$ cat config.mk
export PLATFORM = sky130hd
export DESIGN_NAME = picorv32_pcpi_hub_flat
export DESIGN_NICKNAME = d
export VERILOG_FILES = /design/src/rtl/picorv32_pcpi_hub_if.sv /design/src/rtl/picorv32_pcpi_hub.sv /design/src/flat_wrapper.sv
export SDC_FILE = /design/constraint.sdc
export NUM_CORES = 1
export LEC_CHECK = 0
export ABC_AREA = 1
export BUFFER_PORTS_ARGS = -buffer_cell sky130_fd_sc_hd__buf_4
export CORE_MARGIN = 2
export CORE_UTILIZATION = 40
export CTS_CLUSTER_SIZE = 28
export DETAILED_ROUTE_END_ITERATION = 8
export GPL_ROUTABILITY_DRIVEN = 0
export GPL_TIMING_DRIVEN = 0
export PLACE_DENSITY = 0.74
export SYNTH_ARGS = -nofsm -noshare
export SYNTH_HDL_FRONTEND = slang
export SYNTH_SLANG_ARGS = --single-unit
$ cat constraint.sdc
create_clock -name clk -period 1.53 [get_ports clk]
set_clock_uncertainty 0.2 [all_clocks]
set_input_delay 0.2295 -clock clk [delete_from_list [all_inputs] [get_ports clk]]
set_output_delay 0.2295 -clock clk [all_outputs]
set_load 0.02 [all_outputs]
$ cat src/rtl/picorv32_pcpi_hub_if.sv
// Purpose: bundles the picorv32 PCPI request/response signals with the broadcast coprocessor bus.
// Latency: none; this is wiring only.
// Backpressure: none here; flow control is the PCPI wait/ready/timeout protocol carried by these signals.
//
// Ports (signals):
//   core side : pcpi_valid, pcpi_insn, pcpi_rs1, pcpi_rs2 -> hub ; pcpi_wr, pcpi_rd, pcpi_wait,
//               pcpi_ready, pcpi_timeout <- hub
//   cp side   : cp_valid, cp_insn, cp_rs1, cp_rs2 <- hub ; cp_wr, cp_rd, cp_wait, cp_ready -> hub
//   modport slave  : the hub's view
//   modport master : the environment's view (core plus coprocessors)
interface picorv32_pcpi_hub_if #(
  parameter int NUM_CP = 2
);
  // core side
  logic                  pcpi_valid;
  logic [31:0]           pcpi_insn;
  logic [31:0]           pcpi_rs1;
  logic [31:0]           pcpi_rs2;
  logic                  pcpi_wr;
  logic [31:0]           pcpi_rd;
  logic                  pcpi_wait;
  logic                  pcpi_ready;
  logic                  pcpi_timeout;
  // coprocessor side
  logic                  cp_valid;
  logic [31:0]           cp_insn;
  logic [31:0]           cp_rs1;
  logic [31:0]           cp_rs2;
  logic [NUM_CP-1:0]     cp_wr;
  logic [32*NUM_CP-1:0]  cp_rd;
  logic [NUM_CP-1:0]     cp_wait;
  logic [NUM_CP-1:0]     cp_ready;

  modport slave (
    input  pcpi_valid, pcpi_insn, pcpi_rs1, pcpi_rs2,
    output pcpi_wr, pcpi_rd, pcpi_wait, pcpi_ready, pcpi_timeout,
    output cp_valid, cp_insn, cp_rs1, cp_rs2,
    input  cp_wr, cp_rd, cp_wait, cp_ready
  );

  modport master (
    output pcpi_valid, pcpi_insn, pcpi_rs1, pcpi_rs2,
    input  pcpi_wr, pcpi_rd, pcpi_wait, pcpi_ready, pcpi_timeout,
    input  cp_valid, cp_insn, cp_rs1, cp_rs2,
    output cp_wr, cp_rd, cp_wait, cp_ready
  );
endinterface

$ cat src/rtl/picorv32_pcpi_hub.sv
// Purpose: fans one picorv32 PCPI request out to NUM_CP coprocessors and returns one registered response.
// Latency: pcpi_valid -> cp_valid 1 cycle; cp_ready -> pcpi_ready 1 cycle; unclaimed timeout at TIMEOUT_CYCLES+1.
// Backpressure: the core holds pcpi_valid; the hub stalls it via pcpi_wait and closes with ready or timeout.
//
// Ports:
//   clk    : rising-edge clock
//   reset  : synchronous active-high reset; abandons any transaction in flight without a response
//   io_bus : picorv32_pcpi_hub_if.slave (core-side PCPI signals plus the coprocessor broadcast bus)
module picorv32_pcpi_hub #(
  parameter int NUM_CP         = 2,
  parameter int TIMEOUT_CYCLES = 16
) (
  input  logic               clk,
  input  logic               reset,
  picorv32_pcpi_hub_if.slave io_bus
);

  typedef enum logic [2:0] {
    ST_IDLE,
    ST_REQ,
    ST_RESP,
    ST_TOUT,
    ST_DRAIN
  } state_t;

  // Counter value in the last REQ cycle that may still be claimed before timing out.
  localparam logic [7:0] LP_LAST = 8'(TIMEOUT_CYCLES - 1);

  state_t      r_state;
  logic [7:0]  r_cnt;
  logic        r_claim;

  logic        r_cp_valid;
  logic [31:0] r_cp_insn;
  logic [31:0] r_cp_rs1;
  logic [31:0] r_cp_rs2;

  logic        r_pcpi_wr;
  logic [31:0] r_pcpi_rd;
  logic        r_pcpi_wait;
  logic        r_pcpi_ready;
  logic        r_pcpi_timeout;

  logic        w_any_ready;
  logic        w_claimed;
  logic        w_sel_wr;
  logic [31:0] w_sel_rd;

  // Lowest-index completing coprocessor wins. Scanning from the top down lets
  // the lowest set bit overwrite any higher one.
  always_comb begin
    w_sel_wr = 1'b0;
    w_sel_rd = 32'h0;
    for (int k = NUM_CP - 1; k >= 0; k--) begin
      if (io_bus.cp_ready[k]) begin
        w_sel_wr = io_bus.cp_wr[k];
        w_sel_rd = io_bus.cp_rd[32*k +: 32];
      end
    end
  end

  assign w_any_ready = |io_bus.cp_ready;
  // A claim arriving in the same cycle the counter expires still rescues the request.
  assign w_claimed   = r_claim | (|io_bus.cp_wait);

  always_ff @(posedge clk) begin
    if (reset) begin
      r_state        <= ST_IDLE;
      r_cnt          <= 8'h0;
      r_claim        <= 1'b0;
      r_cp_valid     <= 1'b0;
      r_cp_insn      <= 32'h0;
      r_cp_rs1       <= 32'h0;
      r_cp_rs2       <= 32'h0;
      r_pcpi_wr      <= 1'b0;
      r_pcpi_rd      <= 32'h0;
      r_pcpi_wait    <= 1'b0;
      r_pcpi_ready   <= 1'b0;
      r_pcpi_timeout <= 1'b0;
    end else begin
      // Response outputs are single-cycle; they are only raised on entry to RESP/TOUT.
      r_pcpi_ready   <= 1'b0;
      r_pcpi_timeout <= 1'b0;
      r_pcpi_wr      <= 1'b0;
      r_pcpi_rd      <= 32'h0;

      case (r_state)
        ST_IDLE: begin
          if (io_bus.pcpi_valid) begin
            r_cp_insn  <= io_bus.pcpi_insn;
            r_cp_rs1   <= io_bus.pcpi_rs1;
            r_cp_rs2   <= io_bus.pcpi_rs2;
            r_cnt      <= 8'h0;
            r_claim    <= 1'b0;
            r_cp_valid <= 1'b1;
            r_state    <= ST_REQ;
          end
        end

        ST_REQ: begin
          if (!io_bus.pcpi_valid) begin
            // Core withdrew the request: drop the broadcast, no response.
            r_cp_valid  <= 1'b0;
            r_pcpi_wait <= 1'b0;
            r_state     <= ST_IDLE;
          end else if (w_any_ready) begin
            // Completion beats a timeout expiring in the same cycle.
            r_cp_valid   <= 1'b0;
            r_pcpi_wait  <= 1'b0;
            r_pcpi_ready <= 1'b1;
            r_pcpi_wr    <= w_sel_wr;
            r_pcpi_rd    <= w_sel_rd;
            r_state      <= ST_RESP;
          end else if (!w_claimed && (r_cnt == LP_LAST)) begin
            r_cp_valid     <= 1'b0;
            r_pcpi_timeout <= 1'b1;
            r_state        <= ST_TOUT;
          end else if (w_claimed) begin
            r_claim     <= 1'b1;
            r_pcpi_wait <= 1'b1;
          end else if (r_cnt != 8'hFF) begin
            r_cnt <= r_cnt + 8'd1;
          end
        end

        ST_RESP: begin
          r_state <= ST_DRAIN;
        end

        ST_TOUT: begin
          r_state <= ST_DRAIN;
        end

        ST_DRAIN: begin
          // Holding here until the core drops valid guarantees a cp_valid-low
          // gap, so no coprocessor re-decodes the finished instruction.
          if (!io_bus.pcpi_valid) begin
            r_state <= ST_IDLE;
          end
        end

        default: begin
          r_cp_valid  <= 1'b0;
          r_pcpi_wait <= 1'b0;
          r_state     <= ST_IDLE;
        end
      endcase
    end
  end

  assign io_bus.cp_valid     = r_cp_valid;
  assign io_bus.cp_insn      = r_cp_insn;
  assign io_bus.cp_rs1       = r_cp_rs1;
  assign io_bus.cp_rs2       = r_cp_rs2;
  assign io_bus.pcpi_wr      = r_pcpi_wr;
  assign io_bus.pcpi_rd      = r_pcpi_rd;
  assign io_bus.pcpi_wait    = r_pcpi_wait;
  assign io_bus.pcpi_ready   = r_pcpi_ready;
  assign io_bus.pcpi_timeout = r_pcpi_timeout;

endmodule
$ cat src/flat_wrapper.sv
// flat-port wrapper written by rule: the top's interface ports become plain ports
module picorv32_pcpi_hub_flat 
#(
  parameter int NUM_CP         = 2,
  parameter int TIMEOUT_CYCLES = 16
)
  (clk, reset, io_bus_pcpi_valid, io_bus_pcpi_insn, io_bus_pcpi_rs1, io_bus_pcpi_rs2, io_bus_pcpi_wr, io_bus_pcpi_rd, io_bus_pcpi_wait, io_bus_pcpi_ready, io_bus_pcpi_timeout, io_bus_cp_valid, io_bus_cp_insn, io_bus_cp_rs1, io_bus_cp_rs2, io_bus_cp_wr, io_bus_cp_rd, io_bus_cp_wait, io_bus_cp_ready);
  picorv32_pcpi_hub_if #(.NUM_CP(NUM_CP)) io_bus_i ();
  input  logic clk;
  input  logic reset;
  input wire logic [$bits(io_bus_i.pcpi_valid)-1:0] io_bus_pcpi_valid;
  input wire logic [$bits(io_bus_i.pcpi_insn)-1:0] io_bus_pcpi_insn;
  input wire logic [$bits(io_bus_i.pcpi_rs1)-1:0] io_bus_pcpi_rs1;
  input wire logic [$bits(io_bus_i.pcpi_rs2)-1:0] io_bus_pcpi_rs2;
  output wire logic [$bits(io_bus_i.pcpi_wr)-1:0] io_bus_pcpi_wr;
  output wire logic [$bits(io_bus_i.pcpi_rd)-1:0] io_bus_pcpi_rd;
  output wire logic [$bits(io_bus_i.pcpi_wait)-1:0] io_bus_pcpi_wait;
  output wire logic [$bits(io_bus_i.pcpi_ready)-1:0] io_bus_pcpi_ready;
  output wire logic [$bits(io_bus_i.pcpi_timeout)-1:0] io_bus_pcpi_timeout;
  output wire logic [$bits(io_bus_i.cp_valid)-1:0] io_bus_cp_valid;
  output wire logic [$bits(io_bus_i.cp_insn)-1:0] io_bus_cp_insn;
  output wire logic [$bits(io_bus_i.cp_rs1)-1:0] io_bus_cp_rs1;
  output wire logic [$bits(io_bus_i.cp_rs2)-1:0] io_bus_cp_rs2;
  input wire logic [$bits(io_bus_i.cp_wr)-1:0] io_bus_cp_wr;
  input wire logic [$bits(io_bus_i.cp_rd)-1:0] io_bus_cp_rd;
  input wire logic [$bits(io_bus_i.cp_wait)-1:0] io_bus_cp_wait;
  input wire logic [$bits(io_bus_i.cp_ready)-1:0] io_bus_cp_ready;
  assign io_bus_i.pcpi_valid = io_bus_pcpi_valid;
  assign io_bus_i.pcpi_insn = io_bus_pcpi_insn;
  assign io_bus_i.pcpi_rs1 = io_bus_pcpi_rs1;
  assign io_bus_i.pcpi_rs2 = io_bus_pcpi_rs2;
  assign io_bus_pcpi_wr = io_bus_i.pcpi_wr;
  assign io_bus_pcpi_rd = io_bus_i.pcpi_rd;
  assign io_bus_pcpi_wait = io_bus_i.pcpi_wait;
  assign io_bus_pcpi_ready = io_bus_i.pcpi_ready;
  assign io_bus_pcpi_timeout = io_bus_i.pcpi_timeout;
  assign io_bus_cp_valid = io_bus_i.cp_valid;
  assign io_bus_cp_insn = io_bus_i.cp_insn;
  assign io_bus_cp_rs1 = io_bus_i.cp_rs1;
  assign io_bus_cp_rs2 = io_bus_i.cp_rs2;
  assign io_bus_i.cp_wr = io_bus_cp_wr;
  assign io_bus_i.cp_rd = io_bus_cp_rd;
  assign io_bus_i.cp_wait = io_bus_cp_wait;
  assign io_bus_i.cp_ready = io_bus_cp_ready;
  picorv32_pcpi_hub #(.NUM_CP(NUM_CP), .TIMEOUT_CYCLES(TIMEOUT_CYCLES)) u_core (.clk(clk), .reset(reset), .io_bus(io_bus_i));
endmodule
Yosys cells after proc, flatten, opt, wreduce, memory -nomap -nowiden
Index checks and enable logic that the tools add are counted.
{"block": "word_totals", "regBits": 145, "out_inout_bits": 133, "wordCells": 87}
{"block": "op_classes", "n_mux": 33, "n_eq_ne": 17, "n_addsub": 1, "n_reduce_logical": 18, "bitwise": 6}
{"cell": "2-to-1 mux 32 bit", "n": 2}
{"cell": "2-to-1 mux 8 bit", "n": 6}
{"cell": "one-hot mux 8 bit (2 select lines)", "n": 1}
{"cell": "2-to-1 mux 1 bit", "n": 15}
{"cell": "2-to-1 mux 3 bit", "n": 5}
{"cell": "inequality test 2 bit, second input constant", "n": 6}
{"cell": "one-hot mux 3 bit (4 select lines)", "n": 1}
{"cell": "AND reduction 3 bit", "n": 3}
{"cell": "adder 8 x 1 -> 8 bit, second input constant", "n": 1}
{"cell": "equality test 8 x 4 -> 1 bit, second input constant", "n": 1}
{"cell": "inequality test 4 x 2 -> 1 bit, second input constant", "n": 2}
{"cell": "inequality test 8 bit, second input constant", "n": 1}
{"cell": "OR reduction 4 bit", "n": 2}
{"cell": "AND reduction 7 bit", "n": 1}
{"cell": "equality test 3 x 2 -> 1 bit, second input constant", "n": 2}
{"cell": "AND reduction 6 bit", "n": 1}
{"cell": "OR reduction 2 bit", "n": 3}
{"cell": "OR reduction 3 bit", "n": 2}
{"cell": "inverter 1 bit", "n": 5}
{"cell": "OR reduction 5 bit", "n": 1}
{"cell": "inequality test 2 x 1 -> 1 bit, second input constant", "n": 2}
{"cell": "inequality test 4 x 3 -> 1 bit, second input constant", "n": 1}
{"cell": "one-hot mux 1 bit (2 select lines)", "n": 2}
{"cell": "equality test 3 x 1 -> 1 bit, second input constant", "n": 1}
{"cell": "8 further kinds", "n": 8}

Logic depth before layout (Yosys ltp)
{"block": "depth", "word_depth": 8, "depth_mapped": 10, "ltp_nobuf": 9}

Least setup slack after synthesis
OpenSTA, ideal clock, no wires.
{"block": "synth_timing", "path_type": "reg-to-reg", "from": "reg u_core.r_cnt[0]", "to": "reg u_core.r_claim", "n_path_buf": 1, "path_slack_ns": -0.073, "setup_ns": 0.115, "stages_incl_launch_ff": 10, "arrival_time_ns": 1.287, "cell_sequence": "dfxtp_1 > ha_1 > nand3_1 > nor2_1 > nand2_1 > nand2_2 > nand2_2 > buf_6 > o21ai_0 > inv_1"}
{"block": "synth_between", "elab_chain_len": 4}
{"item": "start, declared", "line": "picorv32_pcpi_hub.sv:30", "source": "logic [7:0] r_cnt;"}
{"item": "start signal, assigned", "line": "picorv32_pcpi_hub.sv:122", "source": "r_cnt <= r_cnt + 8'd1;"}
{"item": "equality test 8 x 4 -> 1 bit", "line": "picorv32_pcpi_hub.sv:114", "source": "end else if (!w_claimed && (r_cnt == LP_LAST)) begin"}
{"item": "logical AND 1 bit", "line": "picorv32_pcpi_hub.sv:114"}
{"item": "inequality test 2 bit (no source line)"}
{"item": "AND reduction 6 bit (no source line)"}
{"item": "end signal, assigned", "line": "picorv32_pcpi_hub.sv:70", "source": "r_claim <= 1'b0;"}
{"item": "end signal, assigned", "line": "picorv32_pcpi_hub.sv:94", "source": "r_claim <= 1'b0;"}
{"item": "end signal, assigned", "line": "picorv32_pcpi_hub.sv:119", "source": "r_claim <= 1'b1;"}
{"item": "end, declared", "line": "picorv32_pcpi_hub.sv:31", "source": "logic r_claim;"}
No other way between the ends.
A chain may end at the register's enable or synchronous reset.

Worst setup path in the final report
{"block": "layout_timing", "from": "in io_bus_cp_ready[0]", "to": "reg u_core.r_pcpi_rd[10] (netlist: u_core.io_bus.pcpi_rd[10])"}
{"block": "layout_between", "elab_chain_len": 3}
{"item": "start, declared", "line": "flat_wrapper.sv:27", "source": "input wire logic [$bits(io_bus_i.cp_ready)-1:0] io_bus_cp_ready;"}
{"item": "OR reduction 2 bit", "line": "picorv32_pcpi_hub.sv:62", "source": "assign w_any_ready = |io_bus.cp_ready;"}
{"item": "inverter 1 bit (no source line)"}
{"item": "OR reduction 4 bit (no source line)"}
{"item": "end signal, assigned", "line": "picorv32_pcpi_hub.sv:112", "source": "r_pcpi_rd <= w_sel_rd;"}
{"item": "end, declared", "line": "picorv32_pcpi_hub.sv:39", "source": "logic [31:0] r_pcpi_rd;"}
Parallel ways exist; a longest one is shown, timed or not.

==> impl_metrics.json <==
{
  "crit_buf_inv": 2,
  "yosys.cell_types.count": 28,
  "holdPathEnd": "u_core.io_bus.pcpi_ready$_SDFF_PP0_",
  "numClockSinks": 145,
  "wl_mm": 28.8,
  "htreeDepth": 4,
  "critPathRequiredTime_ns": 1.69,
  "hold_path_class": "input pin to flop",
  "drc": 0,
  "r2r-start": "u_core.r_state[0]$_SDFFE_PP0P_",
  "post_drt_via_cell_ratio": 5.40,
  "clockBufferDepth": 2,
  "num_rows": 42,
  "drive_gt1_frac": 0.450,
  "rsz0062_at_grt": "yes",
  "syn-num-nets": 838,
  "drt-initial-drc-count": 570,
  "path_class": "input pin to flop",
  "ant_nets": 0,
  "reg2reg_slack_ns": -0.21,
  "antenna_cells": 0,
  "fmax_mhz": 547,
  "end_kind": "flop",
  "multi_input_area_um2": 2740,
  "status": "finished with violations",
  "r2r_cells": 9,
  "die-area_um2": 14200,
  "slowest_delay_ns": 0.51,
  "dpl.hpwl_mm": 13.2,
  "synthCells": 668,
  "cp_max_fo": 10,
  "hold_ws_ns": 0.0441,
  "slew_headroom": 0.506,
  "yosys_warnings": 0,
  "synthToLayoutAreaGrowth_pct": 112,
  "fillerInstances": 618,
  "numCtsBuffers": 17,
  "setup_viol": 130,
  "place_inst": 1143,
  "regToRegEndpoint": "u_core.io_bus.cp_rs1[20]$_SDFFE_PP0P_",
  "maxCapViolations": 0,
  "fin_cells": 1380,
  "grt-ovfl-total": 0,
  "dieHeight_um": 119,
  "hold_violations": 0,
  "first_global_vias": 7383,
  "vdd_drop_max_uv": 711,
  "clk_pin_slew_ns": 0.06,
  "cp-start-kind": "input pin",
  "min_path_cells": 2,
  "die_w_um": 119,
  "min-delay-start": "reset",
  "finalInstanceArea_um2": 11200,
  "avgSynthCellArea_um2": 7.93,
  "tightest_slew_ns": 0.741,
  "grt_pass1_wl_mm": 37.4,
  "finalMaxSlewViolations": 0,
  "clk_latency_ns": 0.42,
  "critPathTopFamily": "simple AND/OR/NAND/NOR gates",
  "fin_ws_ns": -0.300,
  "cpMaxStageDelayCell": "nor2_1",
  "register_area_um2": 2920,
  "fin_crit_sh": 1.20,
  "grt_usage": 0.338,
  "placed_area_um2": 7790,
  "cts_tree": "built",
  "ys_ff_latch": 145,
  "vias": 7450,
  "synth_area_um2": 5300,
  "io_pins": 302,
  "grt_antenna_before_repair": 0,
  "pre_cts_ws_ns": -0.300,
  "grt_max_degree": 17,
  "firstDrtPassIters": 5,
  "fin_crit_ns": 1.83,
  "start_util": 0.405,
  "cellLeakagePower_nw": 5.04,
  "cts_root_buf": "clkbuf_16",
  "power_mw": 11.4,
  "violations": "negative setup slack",
  "coreArea_um2": 13100,
  "final_nets": 1361,
  "cp.arrival_ns": 1.99,
  "power_density_nw_per_um2": 1010,
  "routedWlPerCell_um": 20.9,
  "critical_path.cell_chain": "buf_2 -> nor2_1 -> clkbuf_1 -> a22oi_1 -> nor2_4",
  "port_buffers": 299,
  "ys_seq_area_frac": 0.548
}
-- power by group --
group / switching [mW] / internal, mW
Sequential: 0.177 / 4.02
Clock: 1.71 / 2.46
Combinational: 1.54 / 1.48
Total: 3.43 / 7.96
-- how the worst max path moves through the flow --
| stage | start | to | slack, ns | cells after the start |
|---|---|---|---|---|
| final | io_bus_cp_ready[0] | u_core.io_bus.pcpi_rd[10]$_SDFF_PP0_ | -0.30 | 5 |
| after global routing | u_core.r_state[0]$_SDFFE_PP0P_ | u_core.io_bus.cp_rs1[20]$_SDFFE_PP0P_ | -0.41 | 9 |
| after CTS | u_core.r_state[1]$_SDFFE_PP0P_ | u_core.io_bus.cp_insn[22]$_SDFFE_PP0P_ | -0.10 | 9 |
| after detailed placement | u_core.r_state[0]$_SDFFE_PP0P_ | u_core.io_bus.cp_insn[15]$_SDFFE_PP0P_ | -0.30 | 9 |
| after global placement | u_core.r_state[0]$_SDFFE_PP0P_ | u_core.io_bus.cp_insn[15]$_SDFFE_PP0P_ | -0.27 | 9 |
| after floorplan | u_core.r_cnt[1]$_SDFFE_PP0P_ | u_core.r_cnt[0]$_SDFFE_PP0P_ | -0.005 | 9 |
-- synth_stat cells --
cell      number  share of area
a21oi_1      108           0.10
a22oi_1       33          0.047
a31oi_1        1         0.0012
and2_1         1         0.0012
buf_2         15          0.014
buf_4          1         0.0014
buf_6          5          0.011
clkbuf_1      23          0.016
dfxtp_1      145           0.55
ha_1           1         0.0024
inv_1         17          0.012
inv_2          4         0.0028
nand2_1      224           0.16
nand2_2        2         0.0024
nand2_4        1         0.0021
nand3_1       17          0.016
nand3_4        1         0.0033
nand4_1        2         0.0024
nor2_1        50          0.035
nor2_2         3         0.0035
nor2_4         1         0.0021
nor3_1         4         0.0038
nor3_2         1         0.0019
nor4_1         1         0.0012
o21ai_0        1        0.00094
o21ai_1        1        0.00094
o21bai_1       3         0.0042
or2_2          2         0.0024
-- repair_timing --
item	CTS	global route
buffers inserted	25	7
hold buffers	165	0
endpoints found under the hold margin	132	0
setup endpoints to repair	136	141
resized for setup	83	162
pin swaps	29	31
cloned	6	5
-- worst reg2reg max path, stage by stage, from the launching register on --
cell,delay [ns]
dfxtp_4,0.35
nor2_4,0.12
inv_2,0.06
nor2_4,0.14
nand2_4,0.14
inv_8,0.11
buf_6,0.14
clkbuf_16,0.16
nand2_1,0.07
a21oi_1,0.17
-- final cells by class --
type,instances,area share
Buffer,41,0.0307
Clock buffer,21,0.0401
Clock inverter,11,0.0115
Inverter,21,0.00812
Multi-Input combinational cell,459,0.244
Sequential cell,145,0.260
Tap cell,176,0.0196
Timing Repair Buffer,506,0.387
-- stage by stage --
step	utilization	setup TNS (ns)
CTS	0.806	-8.37
global route	0.859	-22.82
finish	0.859	-13.81
floorplan	-	-0.0149
detailed placement	0.595	-29.86
global placement	0.595	-25.90
-- layout by cell type (no fill, tap or decap), types with 5 or more instances in the layout --
master	instances
a21oi_1	61
dfxtp_2	5
nand3_1	8
dlygate4sd3_1	165
nand2_4	29
nor2_1	26
dfxtp_1	137
nand2_2	13
nor2_4	18
inv_1	14
a22oi_1	33
nor2_2	10
nand2_1	186
buf_6	16
buf_4	326
clkbuf_16	20
clkbuf_1	20
nand3_2	8
buf_8	10
a21oi_2	47
-- flip-flops by register name, summed over array words and instances, names as in the netlist, 3 cells and up --
signal                 count
u_core.io_bus.cp_insn     32
u_core.io_bus.cp_rs1      32
u_core.io_bus.cp_rs2      32
u_core.io_bus.pcpi_rd     32
u_core.r_cnt               8
u_core.r_state             3
-- metal layers --
| layer | vias up | wire length [um] | share of wire | global-route usage |
|---|---|---|---|---|
| met5 | - | 0 | 0 | 0 |
| met3 | 193 | 2520 | 0.087 | 0.102 |
| met1 | 3471 | 9850 | 0.34 | 0.336 |
| met4 | 0 | 2320 | 0.081 | 0.238 |
| li1 | 3239 | - | - | - |
| met2 | 547 | 14100 | 0.49 | 0.597 |
-- cells by family (layout without fill, tap and decap cells) --
| group | after synthesis | count (layout) | synth area share |
|---|---|---|---|
| AO/OA/AOI/OAI | 147 | 147 | 0.156 |
| flip-flops | 145 | 145 | 0.548 |
| buffers and inverters | 65 | 600 | 0.0574 |
| AND/OR/NAND/NOR | 310 | 311 | 0.236 |
| adder cells (fa/ha/maj) | 1 | 1 | 0.00236 |
Note: power is estimated with default switching activity, not from simulation.
